<file path="config.mk">
export PLATFORM = sky130hd
export DESIGN_NAME = axil_req_scheduler_flat
export DESIGN_NICKNAME = d
export VERILOG_FILES = /design/src/rtl/axil_req_scheduler_if.sv /design/src/rtl/axil_req_scheduler.sv /design/src/flat_wrapper.sv
export SDC_FILE = /design/constraint.sdc
export NUM_CORES = 1
export LEC_CHECK = 0
export CORE_AREA = 2 2 141 143
export DETAILED_ROUTE_END_ITERATION = 8
export DIE_AREA = 0 0 143 145
export GPL_ROUTABILITY_DRIVEN = 0
export MAX_ROUTING_LAYER = met4
export PLACE_DENSITY = 0.74
export SYNTH_ARGS = -nofsm -noshare
export SYNTH_HDL_FRONTEND = slang
export SYNTH_SLANG_ARGS = --single-unit
</file>
<file path="constraint.sdc">
create_clock -name ACLK -period 8.35 [get_ports ACLK]
set_input_delay 2.505 -clock ACLK [delete_from_list [all_inputs] [get_ports ACLK]]
set_output_delay 2.505 -clock ACLK [all_outputs]
set_load 0.005 [all_outputs]
</file>
<file path="src/rtl/axil_req_scheduler_if.sv">
// Bundle for the two requester command/response ports and the shared AXI4-Lite master port.
// The master modport is the scheduler's view; slave is the environment's view.
interface axil_req_scheduler_if #(
    parameter int ADDR_W = 32,
    parameter int DATA_W = 32
);
    logic                  req0_valid;
    logic                  req0_ready;
    logic                  req0_we;
    logic [ADDR_W-1:0]     req0_addr;
    logic [DATA_W-1:0]     req0_wdata;
    logic [DATA_W/8-1:0]   req0_wstrb;
    logic                  rsp0_valid;
    logic [DATA_W-1:0]     rsp0_rdata;
    logic [1:0]            rsp0_resp;

    logic                  req1_valid;
    logic                  req1_ready;
    logic                  req1_we;
    logic [ADDR_W-1:0]     req1_addr;
    logic [DATA_W-1:0]     req1_wdata;
    logic [DATA_W/8-1:0]   req1_wstrb;
    logic                  rsp1_valid;
    logic [DATA_W-1:0]     rsp1_rdata;
    logic [1:0]            rsp1_resp;

    logic [ADDR_W-1:0]     m_axi_awaddr;
    logic [2:0]            m_axi_awprot;
    logic                  m_axi_awvalid;
    logic                  m_axi_awready;
    logic [DATA_W-1:0]     m_axi_wdata;
    logic [DATA_W/8-1:0]   m_axi_wstrb;
    logic                  m_axi_wvalid;
    logic                  m_axi_wready;
    logic [1:0]            m_axi_bresp;
    logic                  m_axi_bvalid;
    logic                  m_axi_bready;
    logic [ADDR_W-1:0]     m_axi_araddr;
    logic [2:0]            m_axi_arprot;
    logic                  m_axi_arvalid;
    logic                  m_axi_arready;
    logic [DATA_W-1:0]     m_axi_rdata;
    logic [1:0]            m_axi_rresp;
    logic                  m_axi_rvalid;
    logic                  m_axi_rready;

    modport master (
        input  req0_valid, req0_we, req0_addr, req0_wdata, req0_wstrb,
        output req0_ready, rsp0_valid, rsp0_rdata, rsp0_resp,
        input  req1_valid, req1_we, req1_addr, req1_wdata, req1_wstrb,
        output req1_ready, rsp1_valid, rsp1_rdata, rsp1_resp,
        output m_axi_awaddr, m_axi_awprot, m_axi_awvalid,
        input  m_axi_awready,
        output m_axi_wdata, m_axi_wstrb, m_axi_wvalid,
        input  m_axi_wready,
        input  m_axi_bresp, m_axi_bvalid,
        output m_axi_bready,
        output m_axi_araddr, m_axi_arprot, m_axi_arvalid,
        input  m_axi_arready,
        input  m_axi_rdata, m_axi_rresp, m_axi_rvalid,
        output m_axi_rready
    );

    modport slave (
        output req0_valid, req0_we, req0_addr, req0_wdata, req0_wstrb,
        input  req0_ready, rsp0_valid, rsp0_rdata, rsp0_resp,
        output req1_valid, req1_we, req1_addr, req1_wdata, req1_wstrb,
        input  req1_ready, rsp1_valid, rsp1_rdata, rsp1_resp,
        input  m_axi_awaddr, m_axi_awprot, m_axi_awvalid,
        output m_axi_awready,
        input  m_axi_wdata, m_axi_wstrb, m_axi_wvalid,
        output m_axi_wready,
        output m_axi_bresp, m_axi_bvalid,
        input  m_axi_bready,
        input  m_axi_araddr, m_axi_arprot, m_axi_arvalid,
        output m_axi_arready,
        output m_axi_rdata, m_axi_rresp, m_axi_rvalid,
        input  m_axi_rready
    );
endinterface

</file>
<file path="src/rtl/axil_req_scheduler.sv">
// Round-robin scheduler sharing one AXI4-Lite master between two command requesters,
// one transaction in flight, out-of-window addresses answered locally with DECERR.
module axil_req_scheduler #(
    parameter int              ADDR_W   = 32,
    parameter int              DATA_W   = 32,
    parameter logic [ADDR_W-1:0] WIN_BASE = 32'hA000_0000,
    parameter logic [ADDR_W-1:0] WIN_SIZE = 32'h0002_0000
) (
    input logic                  ACLK,
    input logic                  ARESET,
    axil_req_scheduler_if.master bus
);

    localparam int STRB_W = DATA_W / 8;

    typedef enum logic [2:0] {
        IDLE  = 3'd0,
        WADDR = 3'd1,
        WRESP = 3'd2,
        RADDR = 3'd3,
        RDATA = 3'd4,
        RESP  = 3'd5
    } state_t;

    state_t              r_state;
    logic                r_rr_ptr;
    logic                r_gnt;
    logic                r_awvalid;
    logic                r_wvalid;
    logic                r_bready;
    logic                r_arvalid;
    logic                r_rready;
    logic [1:0]          r_rsp_valid;
    logic [DATA_W-1:0]   r_rsp_rdata [2];
    logic [1:0]          r_rsp_resp  [2];
    logic [ADDR_W-1:0]   r_addr;
    logic [DATA_W-1:0]   r_wdata;
    logic [STRB_W-1:0]   r_wstrb;

    logic [1:0]          w_req_valid;
    logic                w_accept;
    logic                w_gnt;
    logic                w_we;
    logic [ADDR_W-1:0]   w_addr;
    logic [DATA_W-1:0]   w_wdata;
    logic [STRB_W-1:0]   w_wstrb;
    logic                w_in_win;
    logic                w_aw_done;
    logic                w_w_done;

    assign w_req_valid = {bus.req1_valid, bus.req0_valid};
    assign w_accept    = !ARESET && (r_state == IDLE) && (|w_req_valid);
    assign w_gnt       = (&w_req_valid) ? r_rr_ptr : w_req_valid[1];
    assign w_we        = w_gnt ? bus.req1_we    : bus.req0_we;
    assign w_addr      = w_gnt ? bus.req1_addr  : bus.req0_addr;
    assign w_wdata     = w_gnt ? bus.req1_wdata : bus.req0_wdata;
    assign w_wstrb     = w_gnt ? bus.req1_wstrb : bus.req0_wstrb;

    // Offset form cannot overflow even when the window touches the top of the address space.
    assign w_in_win    = (w_addr - WIN_BASE) < WIN_SIZE;

    assign w_aw_done   = !r_awvalid || bus.m_axi_awready;
    assign w_w_done    = !r_wvalid  || bus.m_axi_wready;

    assign bus.req0_ready = w_accept && !w_gnt;
    assign bus.req1_ready = w_accept &&  w_gnt;

    assign bus.m_axi_awaddr  = r_addr;
    assign bus.m_axi_awprot  = 3'b000;
    assign bus.m_axi_awvalid = r_awvalid;
    assign bus.m_axi_wdata   = r_wdata;
    assign bus.m_axi_wstrb   = r_wstrb;
    assign bus.m_axi_wvalid  = r_wvalid;
    assign bus.m_axi_bready  = r_bready;
    assign bus.m_axi_araddr  = r_addr;
    assign bus.m_axi_arprot  = 3'b000;
    assign bus.m_axi_arvalid = r_arvalid;
    assign bus.m_axi_rready  = r_rready;

    assign bus.rsp0_valid = r_rsp_valid[0];
    assign bus.rsp0_rdata = r_rsp_rdata[0];
    assign bus.rsp0_resp  = r_rsp_resp[0];
    assign bus.rsp1_valid = r_rsp_valid[1];
    assign bus.rsp1_rdata = r_rsp_rdata[1];
    assign bus.rsp1_resp  = r_rsp_resp[1];

    // Command payload only matters once granted, so it carries no reset.
    always_ff @(posedge ACLK) begin
        if (w_accept) begin
            r_addr  <= w_addr;
            r_wdata <= w_wdata;
            r_wstrb <= w_wstrb;
        end
    end

    always_ff @(posedge ACLK or posedge ARESET) begin
        if (ARESET) begin
            r_state        <= IDLE;
            r_rr_ptr       <= 1'b0;
            r_gnt          <= 1'b0;
            r_awvalid      <= 1'b0;
            r_wvalid       <= 1'b0;
            r_bready       <= 1'b0;
            r_arvalid      <= 1'b0;
            r_rready       <= 1'b0;
            r_rsp_valid    <= 2'b00;
            r_rsp_rdata[0] <= '0;
            r_rsp_rdata[1] <= '0;
            r_rsp_resp[0]  <= 2'b00;
            r_rsp_resp[1]  <= 2'b00;
        end else begin
            case (r_state)
                IDLE: begin
                    if (w_accept) begin
                        r_gnt    <= w_gnt;
                        r_rr_ptr <= !w_gnt;
                        if (!w_in_win) begin
                            r_rsp_valid[w_gnt] <= 1'b1;
                            r_rsp_rdata[w_gnt] <= '0;
                            r_rsp_resp[w_gnt]  <= 2'b11;
                            r_state            <= RESP;
                        end else if (w_we) begin
                            r_awvalid <= 1'b1;
                            r_wvalid  <= 1'b1;
                            r_state   <= WADDR;
                        end else begin
                            r_arvalid <= 1'b1;
                            r_state   <= RADDR;
                        end
                    end
                end
                WADDR: begin
                    if (r_awvalid && bus.m_axi_awready) r_awvalid <= 1'b0;
                    if (r_wvalid && bus.m_axi_wready)   r_wvalid  <= 1'b0;
                    if (w_aw_done && w_w_done) begin
                        r_bready <= 1'b1;
                        r_state  <= WRESP;
                    end
                end
                WRESP: begin
                    if (bus.m_axi_bvalid) begin
                        r_bready           <= 1'b0;
                        r_rsp_valid[r_gnt] <= 1'b1;
                        r_rsp_rdata[r_gnt] <= '0;
                        r_rsp_resp[r_gnt]  <= bus.m_axi_bresp;
                        r_state            <= RESP;
                    end
                end
                RADDR: begin
                    if (bus.m_axi_arready) begin
                        r_arvalid <= 1'b0;
                        r_rready  <= 1'b1;
                        r_state   <= RDATA;
                    end
                end
                RDATA: begin
                    if (bus.m_axi_rvalid) begin
                        r_rready           <= 1'b0;
                        r_rsp_valid[r_gnt] <= 1'b1;
                        r_rsp_rdata[r_gnt] <= bus.m_axi_rdata;
                        r_rsp_resp[r_gnt]  <= bus.m_axi_rresp;
                        r_state            <= RESP;
                    end
                end
                RESP: begin
                    // Single-cycle pulse; response data returns to zero with it.
                    r_rsp_valid    <= 2'b00;
                    r_rsp_rdata[0] <= '0;
                    r_rsp_rdata[1] <= '0;
                    r_rsp_resp[0]  <= 2'b00;
                    r_rsp_resp[1]  <= 2'b00;
                    r_state        <= IDLE;
                end
                default: r_state <= IDLE;
            endcase
        end
    end

endmodule

</file>
<file path="src/flat_wrapper.sv">
// flat-port wrapper written by rule: the top's interface ports become plain ports
module axil_req_scheduler_flat 
#(
    parameter int              ADDR_W   = 32,
    parameter int              DATA_W   = 32,
    parameter logic [ADDR_W-1:0] WIN_BASE = 32'hA000_0000,
    parameter logic [ADDR_W-1:0] WIN_SIZE = 32'h0002_0000
)
  (ACLK, ARESET, bus_req0_valid, bus_req0_we, bus_req0_addr, bus_req0_wdata, bus_req0_wstrb, bus_req0_ready, bus_rsp0_valid, bus_rsp0_rdata, bus_rsp0_resp, bus_req1_valid, bus_req1_we, bus_req1_addr, bus_req1_wdata, bus_req1_wstrb, bus_req1_ready, bus_rsp1_valid, bus_rsp1_rdata, bus_rsp1_resp, bus_m_axi_awaddr, bus_m_axi_awprot, bus_m_axi_awvalid, bus_m_axi_awready, bus_m_axi_wdata, bus_m_axi_wstrb, bus_m_axi_wvalid, bus_m_axi_wready, bus_m_axi_bresp, bus_m_axi_bvalid, bus_m_axi_bready, bus_m_axi_araddr, bus_m_axi_arprot, bus_m_axi_arvalid, bus_m_axi_arready, bus_m_axi_rdata, bus_m_axi_rresp, bus_m_axi_rvalid, bus_m_axi_rready);
  axil_req_scheduler_if #(.ADDR_W(ADDR_W), .DATA_W(DATA_W)) bus_i ();
  input logic ACLK;
  input logic ARESET;
  input wire logic [$bits(bus_i.req0_valid)-1:0] bus_req0_valid;
  input wire logic [$bits(bus_i.req0_we)-1:0] bus_req0_we;
  input wire logic [$bits(bus_i.req0_addr)-1:0] bus_req0_addr;
  input wire logic [$bits(bus_i.req0_wdata)-1:0] bus_req0_wdata;
  input wire logic [$bits(bus_i.req0_wstrb)-1:0] bus_req0_wstrb;
  output wire logic [$bits(bus_i.req0_ready)-1:0] bus_req0_ready;
  output wire logic [$bits(bus_i.rsp0_valid)-1:0] bus_rsp0_valid;
  output wire logic [$bits(bus_i.rsp0_rdata)-1:0] bus_rsp0_rdata;
  output wire logic [$bits(bus_i.rsp0_resp)-1:0] bus_rsp0_resp;
  input wire logic [$bits(bus_i.req1_valid)-1:0] bus_req1_valid;
  input wire logic [$bits(bus_i.req1_we)-1:0] bus_req1_we;
  input wire logic [$bits(bus_i.req1_addr)-1:0] bus_req1_addr;
  input wire logic [$bits(bus_i.req1_wdata)-1:0] bus_req1_wdata;
  input wire logic [$bits(bus_i.req1_wstrb)-1:0] bus_req1_wstrb;
  output wire logic [$bits(bus_i.req1_ready)-1:0] bus_req1_ready;
  output wire logic [$bits(bus_i.rsp1_valid)-1:0] bus_rsp1_valid;
  output wire logic [$bits(bus_i.rsp1_rdata)-1:0] bus_rsp1_rdata;
  output wire logic [$bits(bus_i.rsp1_resp)-1:0] bus_rsp1_resp;
  output wire logic [$bits(bus_i.m_axi_awaddr)-1:0] bus_m_axi_awaddr;
  output wire logic [$bits(bus_i.m_axi_awprot)-1:0] bus_m_axi_awprot;
  output wire logic [$bits(bus_i.m_axi_awvalid)-1:0] bus_m_axi_awvalid;
  input wire logic [$bits(bus_i.m_axi_awready)-1:0] bus_m_axi_awready;
  output wire logic [$bits(bus_i.m_axi_wdata)-1:0] bus_m_axi_wdata;
  output wire logic [$bits(bus_i.m_axi_wstrb)-1:0] bus_m_axi_wstrb;
  output wire logic [$bits(bus_i.m_axi_wvalid)-1:0] bus_m_axi_wvalid;
  input wire logic [$bits(bus_i.m_axi_wready)-1:0] bus_m_axi_wready;
  input wire logic [$bits(bus_i.m_axi_bresp)-1:0] bus_m_axi_bresp;
  input wire logic [$bits(bus_i.m_axi_bvalid)-1:0] bus_m_axi_bvalid;
  output wire logic [$bits(bus_i.m_axi_bready)-1:0] bus_m_axi_bready;
  output wire logic [$bits(bus_i.m_axi_araddr)-1:0] bus_m_axi_araddr;
  output wire logic [$bits(bus_i.m_axi_arprot)-1:0] bus_m_axi_arprot;
  output wire logic [$bits(bus_i.m_axi_arvalid)-1:0] bus_m_axi_arvalid;
  input wire logic [$bits(bus_i.m_axi_arready)-1:0] bus_m_axi_arready;
  input wire logic [$bits(bus_i.m_axi_rdata)-1:0] bus_m_axi_rdata;
  input wire logic [$bits(bus_i.m_axi_rresp)-1:0] bus_m_axi_rresp;
  input wire logic [$bits(bus_i.m_axi_rvalid)-1:0] bus_m_axi_rvalid;
  output wire logic [$bits(bus_i.m_axi_rready)-1:0] bus_m_axi_rready;
  assign bus_i.req0_valid = bus_req0_valid;
  assign bus_i.req0_we = bus_req0_we;
  assign bus_i.req0_addr = bus_req0_addr;
  assign bus_i.req0_wdata = bus_req0_wdata;
  assign bus_i.req0_wstrb = bus_req0_wstrb;
  assign bus_req0_ready = bus_i.req0_ready;
  assign bus_rsp0_valid = bus_i.rsp0_valid;
  assign bus_rsp0_rdata = bus_i.rsp0_rdata;
  assign bus_rsp0_resp = bus_i.rsp0_resp;
  assign bus_i.req1_valid = bus_req1_valid;
  assign bus_i.req1_we = bus_req1_we;
  assign bus_i.req1_addr = bus_req1_addr;
  assign bus_i.req1_wdata = bus_req1_wdata;
  assign bus_i.req1_wstrb = bus_req1_wstrb;
  assign bus_req1_ready = bus_i.req1_ready;
  assign bus_rsp1_valid = bus_i.rsp1_valid;
  assign bus_rsp1_rdata = bus_i.rsp1_rdata;
  assign bus_rsp1_resp = bus_i.rsp1_resp;
  assign bus_m_axi_awaddr = bus_i.m_axi_awaddr;
  assign bus_m_axi_awprot = bus_i.m_axi_awprot;
  assign bus_m_axi_awvalid = bus_i.m_axi_awvalid;
  assign bus_i.m_axi_awready = bus_m_axi_awready;
  assign bus_m_axi_wdata = bus_i.m_axi_wdata;
  assign bus_m_axi_wstrb = bus_i.m_axi_wstrb;
  assign bus_m_axi_wvalid = bus_i.m_axi_wvalid;
  assign bus_i.m_axi_wready = bus_m_axi_wready;
  assign bus_i.m_axi_bresp = bus_m_axi_bresp;
  assign bus_i.m_axi_bvalid = bus_m_axi_bvalid;
  assign bus_m_axi_bready = bus_i.m_axi_bready;
  assign bus_m_axi_araddr = bus_i.m_axi_araddr;
  assign bus_m_axi_arprot = bus_i.m_axi_arprot;
  assign bus_m_axi_arvalid = bus_i.m_axi_arvalid;
  assign bus_i.m_axi_arready = bus_m_axi_arready;
  assign bus_i.m_axi_rdata = bus_m_axi_rdata;
  assign bus_i.m_axi_rresp = bus_m_axi_rresp;
  assign bus_i.m_axi_rvalid = bus_m_axi_rvalid;
  assign bus_m_axi_rready = bus_i.m_axi_rready;
  axil_req_scheduler #(.ADDR_W(ADDR_W), .DATA_W(DATA_W), .WIN_BASE(WIN_BASE), .WIN_SIZE(WIN_SIZE)) u_core (.ACLK(ACLK), .ARESET(ARESET), .bus(bus_i));
endmodule
</file>
======== Word-level counts from Yosys, hierarchy flattened ========
Index checks and enable logic that the tools add are counted.
word-level totals
  bits in registers ....................... 148
  input bits .............................. 183
  output and inout bits ................... 183
  logic and storage cells ................. 145
operators by class
  add/sub/neg operators ................... 1
  $lt $le $gt $ge ......................... 9
  eq/ne operators ......................... 16
  mux-type cells .......................... 61
  bitwise logic cells ..................... 9
  reductions and logical operators ........ 33
operators by type and width
  operator                  count
  $mux W64                  4
  $pmux W64 S4              1
  $and A64 B64 Y64          2
  $mux W32                  4
  $not A64 Y64              2
  $bwmux W64                1
  $demux W32 S1             2
  $lt A32 B18 Y1 const B    1
  $sub A32 B32 Y32 const B  1
  $reduce_and A5 Y1         5
  $mux W4                   5
  $mux W3                   6
  $mux W1                   17
  $pmux W4 S4               1
  $pmux W3 S5               1
  $mux W2                   7
  $ne A2 B1 Y1 const B      6
  $logic_and A1 B1 Y1       11
  $ne A2 B2 Y1 const B      5
  $pmux W1 S2               5
  $bwmux W4                 2
  $pmux W2 S4               1
  $reduce_bool A2 Y1        4
  $eq A3 B2 Y1 const B      2
  other kinds (18)          33

======== Depth between registers and ports, before layout ========
Gate-level depths: netlist (run 1).
  depth after elaboration ................. 12
  mapped depth ............................ 15
  depth with buffers taken out ............ 11

======== Worst setup path after synthesis (run 1) ========
OpenSTA, ideal clock, no wires.
  path kind ............................... input to output
  start point ............................. input bus_req0_valid
  end point ............................... output bus_req1_ready
  data arrival time ....................... 3.220 ns
  required time ........................... 5.845 ns
  setup slack ............................. 2.625 ns
  cell stages on the path ................. 5
  path buffers ............................ 2
  cell sequence ........................... nand2b_4 > nand2_1 > clkbuf_1 > buf_2 > nor2_1
between the ends
  word-level cells in the longest chain between the ends .. 3
  elaborated cells between the ends (all ways) .. 5
  those cells by class .................... mux: 1; reduce/logical: 4
RTL lines
  item                                                          line                                                text
  start: declaration                                            flat_wrapper.sv:13                                  input wire logic [$bits(bus_i.req0_valid)-1:0] bus_req0_valid;
  $reduce_and A2 Y1 / $reduce_or A2 Y1 (equally long branches)  axil_req_scheduler.sv:53, axil_req_scheduler.sv:52
  $mux W1 / $logic_and A1 B1 Y1 (equally long branches)         axil_req_scheduler.sv:53, axil_req_scheduler.sv:52
  $logic_and A1 B1 Y1 *                                         axil_req_scheduler.sv:66                            assign bus.req1_ready = w_accept && w_gnt;
  end: declaration                                              flat_wrapper.sv:27                                  output wire logic [$bits(bus_i.req1_ready)-1:0] bus_req1_ready;
Every way passes the cells marked *; elsewhere a longest branch is shown, timed or not.

======== Worst setup path after layout (run 1) ========
  start point ............................. input bus_req1_valid
  end point ............................... output bus_req1_ready
between the ends
  word-level cells in the longest chain between the ends .. 3
  elaborated cells between the ends (all ways) .. 5
  those cells by class .................... mux: 1; reduce/logical: 4
RTL lines
  item                                                          line                                                text
  start: declaration                                            flat_wrapper.sv:22                                  input wire logic [$bits(bus_i.req1_valid)-1:0] bus_req1_valid;
  $reduce_and A2 Y1 / $reduce_or A2 Y1 (equally long branches)  axil_req_scheduler.sv:53, axil_req_scheduler.sv:52
  $mux W1 / $logic_and A1 B1 Y1 (equally long branches)         axil_req_scheduler.sv:53, axil_req_scheduler.sv:52
  $logic_and A1 B1 Y1 *                                         axil_req_scheduler.sv:66
Marked as above.

==> results.json, run 1 <==
{
  "final_cell_mix": "clkdlybuf4s50_1 (359), nand2_1 (277), dfrtp_1 (80)",
  "route.detailed.drc": 0,
  "hpwl_um": 18400,
  "whs_endpoint": "u_core.bus.rsp1_resp[0]",
  "hold-path-cell-count": 1,
  "die_x_um": 143,
  "finalSetupViolCount": 0,
  "p_leak_nw": 4.514,
  "clockPowerShare_pct": 22.5,
  "die_h_um": 145,
  "p_sw_mw": 1.175,
  "synthToLayoutAreaGrowth_pct": 55.07,
  "cts_max_level": 4,
  "synth_seq_cells": 148,
  "grt_usage_pct": 25.00,
  "multi_input_area_um2": 2778,
  "cts_buffers": 17,
  "antenna_found_initial": 1,
  "grt.overflow.total": 0,
  "synth_area_um2": 7371,
  "final_net_count": 1277,
  "hold_class": "reg2reg",
  "vias_per_cell": 5.077,
  "ios": 366,
  "outcome": "completed",
  "synth-seq-area-share_pct": 54.86,
  "power_frac_comb_pct": 42.2,
  "ys.flop_type": "dfrtp_1",
  "internal-power_mw": 2.109,
  "drive_gt1_share_pct": 5.515,
  "synth_cell_types": 58,
  "avgSynthCellArea_um2": 9.307,
  "timing.rr.start": "u_core.r_rr_ptr",
  "yosysTopAreaCell": "edfxtp_1",
  "worstSetupPathType": "in2out",
  "cts-root-buf": "clkbuf_16",
  "slew_viol_final": 0,
  "period_needed_ns": 6.692,
  "synth_edf_count": 68,
  "worstMarginPinSlew_ns": 1.047,
  "worst_ep_arrival_time_ns": 4.19,
  "reg2reg_depth": 12,
  "finalSetupTns_ns": 0,
  "clock-sinks": 148,
  "synthArstFlopShare_pct": 54.05,
  "clock_latency_ns": 0.41,
  "ir_worst_vdd_v": 0.0001472,
  "synth_area_leaders": "edfxtp_1 (28%), dfrtp_1 (27%), nand2_1 (14%)",
  "synthCells": 792,
  "first_pass_iters": 5,
  "seq_area_um2": 4044,
  "grt_max_degree": 81,
  "fp-row-count": 51,
  "cts_resized": 0,
  "grt_pass1_vias": 6837,
  "p_seq_share_pct": 35.3,
  "powerDensity_nw_per_um2": 287.4,
  "cts_setup_buffers": 0,
  "path_clk_slew_ns": 0.06,
  "core_um2": 19210,
  "final_cells": 1372,
  "cts_hold_buf": 0,
  "wl_per_cell_um": 18.72,
  "start_util_pct": 38.38,
  "nFillCells": 1652,
  "grt_pass1_wl_um": 38810,
  "slew_headroom_pct": 30.19,
  "num_vias": 6965,
  "clk_path_buf_depth": 2,
  "cp-start-kind": "primary input",
  "clock_skew_ns": 0.006796,
  "rsz0062_at_grt": "false",
  "worstPathRequired_ns": 5.85,
  "end_kind": "primary output",
  "hold_violations": 0,
  "cts_tree": "done",
  "yosys.area.top_type_share_pct": 27.70,
  "routed_wl_um": 25680,
  "drv_cap": 0,
  "drt-initial-drc-count": 504,
  "p_sw_share_pct": 35.78,
  "final_antenna_net_count": 0,
  "worstHoldStart": "u_core.bus.rsp1_resp[0]",
  "final_common_cell": "clkdlybuf4s50_1",
  "reg2reg_to": "u_core.bus.rsp0_resp[0]",
  "place_inst": 1339,
  "fmax_mhz": 149.4,
  "yosysWarnings": 0,
  "critPathMaxFanout": 6,
  "die_area_um2": 20740,
  "period_share_pct": 80.14,
  "r2r_setup_slack_ns": 4.33,
  "port_buffers": 359
}
==> per-layer routing <==
layer | routed length [um] | part of all wire [%] | track usage [%] | vias up
met5 | 0 | 0 | - | -
met4 | 653 | 2.5 | 8.020 | 0
met3 | 2180 | 8.5 | 7.228 | 37
met2 | 12730 | 50 | 41.75 | 330
met1 | 10110 | 39 | 28.91 | 3276
li1 | - | - | - | 3322
==> critical path, cell delays in order <==
cell and delay, ns:
clkdlybuf4s50_1 0.58, o21bai_1 0.11, or2_1 0.27, nor2_1 0.18, clkdlybuf4s50_1 0.54
==> logic make-up after synthesis <==
family          Yosys count  synth area share [%]
compound gates          210                 18.15
xor+xnor                  2                0.2377
fa+ha+maj                 1                0.1697
buf+inv                 104                 7.961
flops                   148                 54.86
mux                       2                0.2886
other cells               1               0.05088
simple gates            324                 18.28
==> registers in the layout, summed over array words and instances (netlist names) <==
signal and cells:
u_core.bus.rsp0_resp 2, u_core.bus.m_axi_wstrb 4, u_core.bus.m_axi_araddr 32, u_core.r_rr_ptr 1, u_core.bus.m_axi_wdata 32, u_core.r_state 3, u_core.bus.rsp1_rdata 32, u_core.r_rsp_valid 2
u_core.bus.m_axi_arvalid 1, u_core.r_gnt 1, u_core.bus.m_axi_rready 1, u_core.bus.rsp0_rdata 32, u_core.bus.rsp1_resp 2, u_core.bus.m_axi_bready 1, u_core.bus.m_axi_wvalid 1, u_core.bus.m_axi_awvalid 1
==> final cells by class <==
type | instances | share of cell area, %
Antenna cell | 1 | 0.02189
Inverter | 12 | 0.4050
Multi-Input combinational cell | 545 | 24.30
Sequential cell | 148 | 35.38
Tap cell | 265 | 2.901
Timing Repair Buffer | 369 | 32.10
Clock inverter | 12 | 0.8867
Clock buffer | 20 | 4.007
==> worst max path at each step <==
stage	start	cells past startpoint	slack, ns	to
2_1_floorplan	bus_req0_valid	5	2.62	bus_req1_ready
3_3_place_gp	bus_req1_valid	5	1.72	bus_req1_ready
3_5_place_dp	bus_req1_valid	5	1.66	bus_req1_ready
4_1_cts	bus_req1_valid	5	1.66	bus_req1_ready
5_1_grt	bus_req1_valid	5	1.56	bus_req1_ready
6_report	bus_req1_valid	5	1.66	bus_req1_ready
==> power by group through the flow <==
stage / Clock, mW / Sequential, mW / Combinational (mW)
global placement: 0 / 1.16 / 1.37
global route: 0.783 / 1.19 / 1.52
floorplan: 0 / 1.14 / 0.709
finish: 0.739 / 1.16 / 1.39
detailed placement: 0 / 1.16 / 1.39
CTS: 0.749 / 1.16 / 1.39
==> Yosys cell counts, types with 2 or more instances <==
cell type,number
clkbuf_1,26
buf_2,13
a211oi_1,33
a32o_1,4
nor2_1,12
and2_1,3
buf_4,40
buf_6,4
or3_1,2
buf_1,9
a22oi_1,5
nand3_2,2
nor4_1,3
inv_1,12
nor3b_1,2
o22ai_1,8
o21ai_0,25
o21ai_1,15
o31ai_1,2
or2_2,3
nor4b_1,3
o211ai_1,33
and3_1,2
nand2_1,278
nand2b_1,3
dfrtp_1,80
edfxtp_1,68
a21oi_2,3
a21oi_1,70
==> through the flow <==
step	area, um^2	utilization, %	setup WS [ns]	total power [mW]	hold WS [ns]
after floorplan	7390	-	2.625	1.848	0.4670
after global placement	10870	56.58	1.717	2.526	0.4783
after detailed placement	10870	56.58	1.657	2.550	0.4850
after CTS	11430	59.49	1.657	3.300	0.4986
after global routing	11430	59.51	1.561	3.486	0.5264
final	11430	59.51	1.658	3.285	0.4959
(Power assumes the default switching activity.)
==> inputs of run 2 (changes only) <==
Settings changed: CORE_AREA 2 2 141 143 to 2 2 164 118, DIE_AREA 0 0 143 145 to 0 0 166 120, PLACE_DENSITY 0.74 to 0.77.
Clock period 8.35 ns to 7 ns, I/O delays scaled along.
==> results.json, run 2 (same netlist as run 1, synthesis figures left out) <==
{
  "whs_endpoint": "u_core.bus.rsp1_resp[0]",
  "diodes": 0,
  "hpwl_um": 17320,
  "num_vias": 7010,
  "final_antenna_net_count": 0,
  "synthToLayoutAreaGrowth_pct": 54.51,
  "vias_per_cell": 5.200,
  "reg2reg_to": "u_core.bus.rsp0_resp[0]",
  "power_frac_comb_pct": 42.3,
  "drt-initial-drc-count": 576,
  "outcome": "completed",
  "reg2reg_depth": 13,
  "clock_latency_ns": 0.41,
  "fmax_mhz": 167.6,
  "power_mw": 3.876,
  "internal-power_mw": 2.486,
  "p_sw_share_pct": 35.86,
  "finalSetupViolCount": 0,
  "cts_tree": "done",
  "nFillCells": 1551,
  "critPathMaxFanout": 6,
  "finalSetupTns_ns": 0,
  "routed_wl_um": 24560,
  "clk_path_buf_depth": 2,
  "cts-root-buf": "clkbuf_16",
  "final_common_cell": "clkdlybuf4s50_1",
  "hold_violations": 0,
  "p_seq_share_pct": 35.6,
  "p_leak_nw": 4.502,
  "fp-row-count": 42,
  "final_cell_mix": "clkdlybuf4s50_1 (359), nand2_1 (277), dfrtp_1 (80)",
  "grt_pass1_wl_um": 37990,
  "grt_max_degree": 81,
  "start_util_pct": 39.96,
  "hold_class": "reg2reg",
  "clock_skew_ns": 0.008311,
  "grt_pass1_vias": 6778,
  "worst_ep_arrival_time_ns": 3.87,
  "final_net_count": 1277,
  "powerDensity_nw_per_um2": 340.4,
  "cts_max_level": 4,
  "core_um2": 18450,
  "pre_cts_ws_ns": 1.060,
  "antenna_found_initial": 0,
  "slew_viol_final": 0,
  "period_needed_ns": 5.968,
  "worstPathRequired_ns": 4.90,
  "route.detailed.drc": 0,
  "r2r_setup_slack_ns": 3.31,
  "drv_cap": 0,
  "final_cells": 1348,
  "worstMarginPinSlew_ns": 1.042,
  "clock-sinks": 148,
  "place_inst": 1316,
  "cts_setup_buffers": 0,
  "cp-start-kind": "primary input",
  "die_h_um": 120,
  "path_clk_slew_ns": 0.05,
  "die_area_um2": 19920,
  "rsz0062_at_grt": "false",
  "die_x_um": 166,
  "p_sw_mw": 1.390,
  "timing.rr.start": "u_core.r_rr_ptr",
  "cts_buffers": 17,
  "setup_ws_ns": 1.033,
  "period_share_pct": 85.25,
  "drive_gt1_share_pct": 5.696,
  "ios": 366,
  "cts_hold_buf": 0,
  "seq_area_um2": 4044,
  "hold-path-cell-count": 1,
  "cts_resized": 0,
  "first_pass_iters": 5,
  "slew_headroom_pct": 30.51,
  "ir_worst_vdd_v": 0.0001774,
  "multi_input_area_um2": 2783,
  "worstHoldStart": "u_core.bus.rsp1_resp[0]",
  "wl_per_cell_um": 18.22,
  "grt_usage_pct": 24.85,
  "end_kind": "primary output",
  "grt.overflow.total": 0,
  "worstSetupPathType": "in2out",
  "clockPowerShare_pct": 22.0,
  "port_buffers": 359,
  "fin_hold_ws_ns": 0.4962
}
[run 2: layout make-up]
class                      instances  share of cell area (%)
inverter                          12                  0.4065
sequential                       148                   35.51
clock buffer                      21                   4.131
clock inverter                    11                  0.6482
tap                              242                   2.659
timing repair buffer             369                   32.21
multi-input combinational        545                   24.43
[run 2: stage by stage]
stage	util, %	cell area [um^2]
floorplan	-	7390
global placement	58.79	10840
detailed placement	58.79	10840
CTS	61.74	11390
global route	61.74	11390
finish	61.74	11390
[run 2: worst max-delay path, cell delays in order]
cell and delay (ns):
clkdlybuf4s50_1 0.59, o21bai_1 0.12, or2_1 0.28, nor2_1 0.20, clkdlybuf4s50_1 0.58
[run 2: worst max path at each step]
| stage | from | to | slack [ns] | depth (start not counted) |
|---|---|---|---|---|
| floorplan | bus_req0_valid | bus_req1_ready | 2.08 | 5 |
| global placement | bus_req0_valid | bus_req1_ready | 1.12 | 5 |
| detailed placement | bus_req1_valid | bus_req1_ready | 1.06 | 5 |
| CTS | bus_req1_valid | bus_req1_ready | 1.05 | 5 |
| global route | bus_req1_valid | bus_req1_ready | 0.92 | 4 |
| finish | bus_req1_valid | bus_req1_ready | 1.03 | 5 |
[run 2: per-layer routing]
layer  global-route usage, %  share of wire (%)  up-vias
met1                   33.50                 45     3360
met3                   4.617                5.8       29
met2                   39.03                 48      305
met5                       -                  0        -
met4                   6.467                1.5        0
li1                        -                  -     3316
[run 2: power groups by stage]
stage | Sequential (mW) | Clock [mW] | Combinational [mW]
after floorplan | 1.36 | 0 | 0.845
after global placement | 1.38 | 0 | 1.61
after detailed placement | 1.39 | 0 | 1.64
after CTS | 1.38 | 0.864 | 1.65
after global routing | 1.42 | 0.898 | 1.79
final | 1.38 | 0.854 | 1.64
